===== src/rtl/gen_reg_pkg.sv =====
// Shared encodings and sizing for the general register file controller.
// Op, field and FSM state types are used by the controller and the field packer.
package gen_reg_pkg;

    localparam int unsigned WORD_W   = 20;
    localparam int unsigned HALF_W   = WORD_W / 2;
    localparam int unsigned NUM_REGS = 6;
    localparam int unsigned ADDR_W   = 10;

    typedef enum logic [2:0] {
        OP_NOP   = 3'b000,
        OP_WRITE = 3'b001,
        OP_READ  = 3'b010,
        OP_MOVE  = 3'b011,
        OP_SWAP  = 3'b100
    } op_t;

    typedef enum logic [1:0] {
        SEL_FULL = 2'b00,
        SEL_HI   = 2'b01,
        SEL_LO   = 2'b10
    } sel_t;

    typedef enum logic [2:0] {
        ST_IDLE,
        ST_RD_A,
        ST_WAIT_A,
        ST_RD_B,
        ST_WAIT_B,
        ST_WR_A,
        ST_WR_B,
        ST_RESP
    } state_t;

endpackage


===== src/rtl/gen_reg_field.sv =====
// Field packer/unpacker: extracts the selected field right-justified from a
// register word, and places a right-justified value back into that field.
module gen_reg_field
    import gen_reg_pkg::*;
(
    input  logic [1:0]        sel,
    input  logic [WORD_W-1:0] word_in,
    input  logic [WORD_W-1:0] val_in,
    output logic [WORD_W-1:0] field_out,
    output logic [WORD_W-1:0] word_out
);

    always_comb begin
        field_out = word_in;
        case (sel)
            SEL_HI:  field_out = {{HALF_W{1'b0}}, word_in[WORD_W-1:HALF_W]};
            SEL_LO:  field_out = {{HALF_W{1'b0}}, word_in[HALF_W-1:0]};
            default: field_out = word_in;
        endcase
    end

    // The unselected half is always driven to zero on packing.
    always_comb begin
        word_out = val_in;
        case (sel)
            SEL_HI:  word_out = {val_in[HALF_W-1:0], {HALF_W{1'b0}}};
            SEL_LO:  word_out = {{HALF_W{1'b0}}, val_in[HALF_W-1:0]};
            default: word_out = val_in;
        endcase
    end

endmodule


===== src/rtl/gen_reg_ctrl.sv =====
// Command sequencer driving the 6-entry general register file port.
// Runs NOP/WRITE/READ/MOVE/SWAP as fixed state sequences and returns a response.
module gen_reg_ctrl
    import gen_reg_pkg::*;
(
    input  logic              clk,
    input  logic              rst,
    input  logic              cmd_valid,
    output logic              cmd_ready,
    input  logic [2:0]        cmd_op,
    input  logic [1:0]        cmd_sel,
    input  logic [ADDR_W-1:0] cmd_ra,
    input  logic [ADDR_W-1:0] cmd_rb,
    input  logic [WORD_W-1:0] cmd_data,
    output logic              rsp_valid,
    input  logic              rsp_ready,
    output logic [WORD_W-1:0] rsp_data,
    output logic              rsp_err,
    output logic [ADDR_W-1:0] rf_addr,
    output logic [1:0]        rf_addr_sel,
    output logic              rf_we,
    output logic [WORD_W-1:0] rf_data_in,
    input  logic [WORD_W-1:0] rf_data_out
);

    state_t            st, st_nxt;
    logic [2:0]        op_q;
    logic [1:0]        sel_q;
    logic [ADDR_W-1:0] ra_q, rb_q;
    logic [WORD_W-1:0] data_q, tmp_a, tmp_b;
    logic [ADDR_W-1:0] addr_hold;
    logic [1:0]        sel_hold;
    logic [WORD_W-1:0] din_hold;
    logic [WORD_W-1:0] field_val, pack_src, pack_word;
    logic              accept, cmd_err, two_reg;

    assign accept  = cmd_valid && cmd_ready;
    assign two_reg = (cmd_op == OP_MOVE) || (cmd_op == OP_SWAP);

    always_comb begin
        cmd_err = (cmd_op > OP_SWAP)
               || (cmd_sel == 2'b11)
               || (cmd_ra >= ADDR_W'(NUM_REGS))
               || (two_reg && (cmd_rb >= ADDR_W'(NUM_REGS)));
    end

    gen_reg_field u_field (
        .sel       (sel_q),
        .word_in   (rf_data_out),
        .val_in    (pack_src),
        .field_out (field_val),
        .word_out  (pack_word)
    );

    // rf_we/rf_addr are decoded from state so that reset clears the strobe
    // asynchronously; the hold registers keep the port stable between accesses.
    always_comb begin
        st_nxt      = st;
        cmd_ready   = 1'b0;
        rsp_valid   = 1'b0;
        rf_we       = 1'b0;
        rf_addr     = addr_hold;
        rf_addr_sel = sel_hold;
        rf_data_in  = din_hold;
        pack_src    = data_q;
        case (st)
            ST_IDLE: begin
                cmd_ready = 1'b1;
                if (cmd_valid) begin
                    if (cmd_err) begin
                        st_nxt = ST_RESP;
                    end else begin
                        case (cmd_op)
                            OP_WRITE:                   st_nxt = ST_WR_A;
                            OP_READ, OP_MOVE, OP_SWAP:  st_nxt = ST_RD_A;
                            default:                    st_nxt = ST_RESP;
                        endcase
                    end
                end
            end
            ST_RD_A: begin
                rf_addr     = ra_q;
                rf_addr_sel = sel_q;
                st_nxt      = ST_WAIT_A;
            end
            ST_WAIT_A: begin
                rf_addr     = ra_q;
                rf_addr_sel = sel_q;
                case (op_q)
                    OP_MOVE: st_nxt = ST_WR_B;
                    OP_SWAP: st_nxt = ST_RD_B;
                    default: st_nxt = ST_RESP;
                endcase
            end
            ST_RD_B: begin
                rf_addr     = rb_q;
                rf_addr_sel = sel_q;
                st_nxt      = ST_WAIT_B;
            end
            ST_WAIT_B: begin
                rf_addr     = rb_q;
                rf_addr_sel = sel_q;
                st_nxt      = ST_WR_A;
            end
            ST_WR_A: begin
                pack_src    = (op_q == OP_SWAP) ? tmp_b : data_q;
                rf_we       = 1'b1;
                rf_addr     = ra_q;
                rf_addr_sel = sel_q;
                rf_data_in  = pack_word;
                st_nxt      = (op_q == OP_SWAP) ? ST_WR_B : ST_RESP;
            end
            ST_WR_B: begin
                pack_src    = tmp_a;
                rf_we       = 1'b1;
                rf_addr     = rb_q;
                rf_addr_sel = sel_q;
                rf_data_in  = pack_word;
                st_nxt      = ST_RESP;
            end
            ST_RESP: begin
                rsp_valid = 1'b1;
                if (rsp_ready) st_nxt = ST_IDLE;
            end
            default: st_nxt = ST_IDLE;
        endcase
    end

    always_ff @(posedge clk or posedge rst) begin
        if (rst) begin
            st        <= ST_IDLE;
            op_q      <= '0;
            sel_q     <= '0;
            ra_q      <= '0;
            rb_q      <= '0;
            data_q    <= '0;
            tmp_a     <= '0;
            tmp_b     <= '0;
            addr_hold <= '0;
            sel_hold  <= '0;
            din_hold  <= '0;
            rsp_data  <= '0;
            rsp_err   <= 1'b0;
        end else begin
            st        <= st_nxt;
            addr_hold <= rf_addr;
            sel_hold  <= rf_addr_sel;
            din_hold  <= rf_data_in;
            if (accept) begin
                op_q     <= cmd_op;
                sel_q    <= cmd_sel;
                ra_q     <= cmd_ra;
                rb_q     <= cmd_rb;
                data_q   <= cmd_data;
                rsp_err  <= cmd_err;
                rsp_data <= '0;
            end
            if (st == ST_WAIT_A) begin
                tmp_a <= field_val;
                if (op_q == OP_READ) rsp_data <= field_val;
            end
            if (st == ST_WAIT_B) tmp_b <= field_val;
        end
    end

endmodule


===== config.mk =====
export PLATFORM = sky130hd
export DESIGN_NAME = gen_reg_ctrl
export DESIGN_NICKNAME = d
export VERILOG_FILES = /design/src/rtl/gen_reg_pkg.sv /design/src/rtl/gen_reg_field.sv /design/src/rtl/gen_reg_ctrl.sv
export SDC_FILE = /design/constraint.sdc
export NUM_CORES = 1
export LEC_CHECK = 0
export CAP_MARGIN = 10
export CORE_MARGIN = 3
export CORE_UTILIZATION = 47
export DETAILED_ROUTE_END_ITERATION = 16
export GPL_TIMING_DRIVEN = 0
export PLACE_DENSITY_LB_ADDON = 0.15
export SLEW_MARGIN = 20
export SYNTH_ARGS = -nofsm -noshare
export SYNTH_HDL_FRONTEND = slang
export SYNTH_SLANG_ARGS = --single-unit

===== constraint.sdc =====
create_clock -name clk -period 5 [get_ports clk]
set_input_delay 1 -clock clk [delete_from_list [all_inputs] [get_ports clk]]
set_output_delay 1 -clock clk [all_outputs]
set_load 0.03 [all_outputs]

==> metrics.md <==
| Metric | Value |
|---|---|
| Total core area | `13300 sq um` |
| Clock buffer count from CTS | `17` |
| Fraction of final layout cells sized beyond drive strength 1 | `0.128` |
| Total count of hold-check failures in the final report | `0` |
| Synth-to-Final Area Change | `33.1%` |
| Standby leakage power | `0.00375 uW` |
| Die height | `123 um` |
| Critical path startpoint | `st[2]$_DFFE_PP0P_` |
| Critical Path End Type | `primary output` |
| Setup repair after global routing missed its margin | `false` |
| Count of unique library cells instantiated by Yosys | `43` |
| First-iteration detailed-routing DRC count | `507` |
| Switching power of the nets | `2620 uW` |
| Count of mapped cells out of synthesis | `599` |
| Share of async-settable or async-resettable flops after synthesis | `1.00` |
| Detail-routed net length per standard cell | `19.8 um` |
| Power density over the cells | `741 nW/um^2` |
| Data arrival at the endpoint of the critical path | `3.38 ns` |
| Relative max-transition margin | `0.478` |
| Crit start category | `flip-flop` |
| Number of cells traversed by the worst hold path | `2` |
| Clock slew seen by the registers of the worst setup and hold paths | `0.06 ns` |
| Part of the total power dissipated in combinational logic | `0.486` |
| Number of buffers inserted to repair setup after CTS | `0` |
| Share of the clock period used by the worst path after layout | `0.875` |
| Cell type with the highest aggregate area in the netlist | `sky130_fd_sc_hd__dfrtp_1` |
| Maximum number of pins on one net before global-route repair | `76` |
| Final wirelength | `18.4 mm` |
| Sequence of cells on the critical path | `buf_6, clkbuf_1, nand3_1, a311oi_1, a221o_1, clkdlybuf4s50_1` |
| Avg Synthesized Cell Area | `10.7 sq um` |
| Clk sinks | `141` |
| Status | `finished clean` |
| GP Congestion | `0.855` |
| Per-cell via count in the routed design | `5.78` |
| First-pass detailed-route iteration total | `5` |
| Netlist area before placement | `6400 sq um` |
| # port buffers | `124` |
| Clk_skew | `0.00484 ns` |
| NumNets Final | `814` |
| Maximum net fanout on the critical path | `10` |
| Die footprint | `15100 sq um` |
| Root buffer selected by CTS | `sky130_fd_sc_hd__clkbuf_16` |
| Maximum clock insertion buffer count | `2` |
| Starting density of the core | `0.481` |
| Antenna Violating Nets Remaining | `0` |
| Number of core rows | `42` |
| Worst Path Class, Setup | `reg2out` |
| Vias in the first global route | `5485` |
| Worst hold start | `tmp_b[0]$_DFFE_PP0P_` |
| Source-to-sink clock delay at the later pin of the worst-skew pair | `0.43 ns` |
| Detailed-placement wirelength estimate | `13.3 mm` |
| Dominant synthesized flop cell | `sky130_fd_sc_hd__dfrtp_1` |
| Portion of synthesized cell area occupied by the leading cell type | `0.551` |
| Required @ worst endpoint | `4.00 ns` |
| Final design instance area without fill | `8520 sq um` |
| Aggregate negative setup slack | `0 ns` |
| Peak supply drop | `431 uV` |
| Path class of the lowest-slack min-delay path | `reg2reg` |
| Sequential element share of the synthesized area | `0.551` |
| Worst flop-to-flop path startpoint | `st[0]$_DFFE_PP0P_` |
| Wire length of the first global-routing pass | `29.4 mm` |
| Master of the slowest instance on the critical path | `sky130_fd_sc_hd__clkdlybuf4s50_1` |
| Number of endpoints failing setup at the final stage | `0` |
| Register bit count reported by yosys | `141` |
| FF-to-FF path depth | `6` |
| Deepest level of the CTS H-tree | `4` |
| Synthesized Nets | `670` |
| Top area cells in the synthesized netlist | `sky130_fd_sc_hd__dfrtp_1 (55%), sky130_fd_sc_hd__mux2_2 (7.6%), sky130_fd_sc_hd__nand2_1 (6.3%)` |
| Proportion of total power due to net switching | `0.415` |
| CTS-repair resized insts | `0` |
| Shortest period the worst path allows | `4.38 ns` |
| Clock power frac | `0.211` |
| CTS tree | `built` |
| Internal Dissipation | `3700 uW` |
| Count of final max-slew check failures | `0` |
| DRC | `0` |
| Count of max-cap constraint violations | `0` |
| Initial antenna violation count | `0` |
| DP Area | `7900 sq um` |
| Worst slack on hold paths | `0.482 ns` |
| Antenna diode count | `0` |
| Grt total ovfl | `0` |
| Chip Width | `123 um` |
| Transition time of the tightest slew-check pin | `0.776 ns` |
| Number of buffers added to fix hold violations after cts | `0` |
| Proportion of power drawn by flip-flops and latches | `0.302` |
| EDFF count, synth | `0` |
| Total number of vias | `5384` |
| Achievable clock frequency | `229 MHz` |
| GRT Overall Usage | `0.258` |
| Count of warnings emitted by yosys | `0` |
| Top-level I/O count | `125` |
| Longest individual stage delay on the worst path | `0.67 ns` |
state kept, by name (all words and copies together), names as in the netlist:
name and flops:
addr_hold 10, ra_q 10, rsp_data 20, op_q 3, st 3, din_hold 20
data_q 20, rb_q 10, rsp_err 1, tmp_b 20, sel_hold 2, tmp_a 20
sel_q 2
power groups by stage:
stage	clock [uW]	combinational, uW	sequential [uW]
after floorplan	0	1880	1930
after global placement	0	2990	1900
after detailed placement	0	3050	1920
after CTS	1360	3070	1910
after global routing	1410	3310	1970
final	1330	3070	1910
kinds of logic after synthesis:
family / synth area share
multiplexers: 0.0928
AND/OR/NAND/NOR: 0.121
adder cells (fa/ha/maj): 0.00391
buffers and inverters: 0.0350
XOR/XNOR: 0.00274
flip-flops: 0.551
AO/OA/AOI/OAI: 0.194
metal layers:
metal	global-route usage	vias to the layer above	routed length [um]
met2	0.403	205	8840
met4	0.0945	0	315
met3	0.0622	29	1250
met5	0	-	0
met1	0.350	2707	8030
li1	-	2443	-
path summary, 6_finish.rpt:
| check | to | slack [ns] |
|---|---|---|
| setup / recovery | rf_data_in[18] | 0.62 |
| hold / removal | tmp_b[0]$_DFFE_PP0P_ | 0.48 |
| setup reg to reg | data_q[2]$_DFFE_PP0P_ | 2.51 |
| hold reg to reg | tmp_b[0]$_DFFE_PP0P_ | 0.48 |
| max in group asynchronous | rsp_data[15]$_DFF_PP0_ | 3.26 |
| min in group asynchronous | rsp_err$_DFFE_PP0P_ | 1.01 |
cell usage after synthesis (all sizes together) (2+ instances only):
cell and count:
a21oi 4, a31oi 11, xor2 2, o2bb2ai 11
a211oi 20, o31ai 13, nor4 3, or2 3
mux2 43, ha 2, nand3 2, or3b 2
dfrtp 141, buf 14, nor3 3, a311oi 10
nor2 55, a2bb2o 9, inv 5, a22o 10
and3 3, clkbuf 34, mux2i 11, nand2b 2
nand2 107, o21ai 47, a221o 10, a22oi 11
layout by cell type (no fill, tap or decap), types with 3 or more instances in the layout:
master and count:
sky130_fd_sc_hd__a211oi_1 20, sky130_fd_sc_hd__a21oi_1 4, sky130_fd_sc_hd__a221o_1 10, sky130_fd_sc_hd__a22o_1 10
sky130_fd_sc_hd__a22oi_1 11, sky130_fd_sc_hd__a2bb2o_4 9, sky130_fd_sc_hd__a311oi_1 10, sky130_fd_sc_hd__a31oi_1 11
sky130_fd_sc_hd__and3_1 3, sky130_fd_sc_hd__buf_1 4, sky130_fd_sc_hd__buf_2 8, sky130_fd_sc_hd__bufinv_16 4
sky130_fd_sc_hd__clkbuf_1 35, sky130_fd_sc_hd__clkbuf_16 17, sky130_fd_sc_hd__clkdlybuf4s50_1 124, sky130_fd_sc_hd__clkinv_2 3
sky130_fd_sc_hd__clkinvlp_4 3, sky130_fd_sc_hd__dfrtp_1 141, sky130_fd_sc_hd__inv_1 4, sky130_fd_sc_hd__mux2_2 43
sky130_fd_sc_hd__mux2i_1 11, sky130_fd_sc_hd__nand2_1 107, sky130_fd_sc_hd__nor2_1 55, sky130_fd_sc_hd__nor3_1 3
sky130_fd_sc_hd__nor4_1 3, sky130_fd_sc_hd__o21ai_0 47, sky130_fd_sc_hd__o2bb2ai_1 11, sky130_fd_sc_hd__o31ai_1 13
critical path, delay by kind of cell, from the launching register on:
kind / cells / cell delay [ns]
buf+inv: 3 / 1.25
compound gates: 2 / 0.88
flops: 1 / 0.34
simple gates: 1 / 0.48
stage by stage:
| step | std cells | util | total power [uW] | setup slack (ns) |
|---|---|---|---|---|
| floorplan | 599 | - | 3810 | 0.219 |
| global placement | 899 | 0.591 | 4890 | -1.57 |
| detailed placement | 900 | 0.594 | 4960 | 1.15 |
| CTS | 931 | 0.641 | 6330 | 0.677 |
| global route | 931 | 0.641 | 6680 | 0.457 |
| finish | 931 | 0.641 | 6320 | 0.624 |
cell type report:
| class | instances | area (sq um) |
|---|---|---|
| Clock inverter | 11 | 166 |
| Inverter | 5 | 26.3 |
| Multi-Input combinational cell | 405 | 2650 |
| Sequential cell | 141 | 3530 |
| Fill cell | 1079 | 4770 |
| Buffer | 48 | 205 |
| Tap cell | 176 | 220 |
| Clock buffer | 20 | 457 |
| Timing Repair Buffer | 125 | 1270 |
No activity file was read; power rests on OpenSTA's default activity.
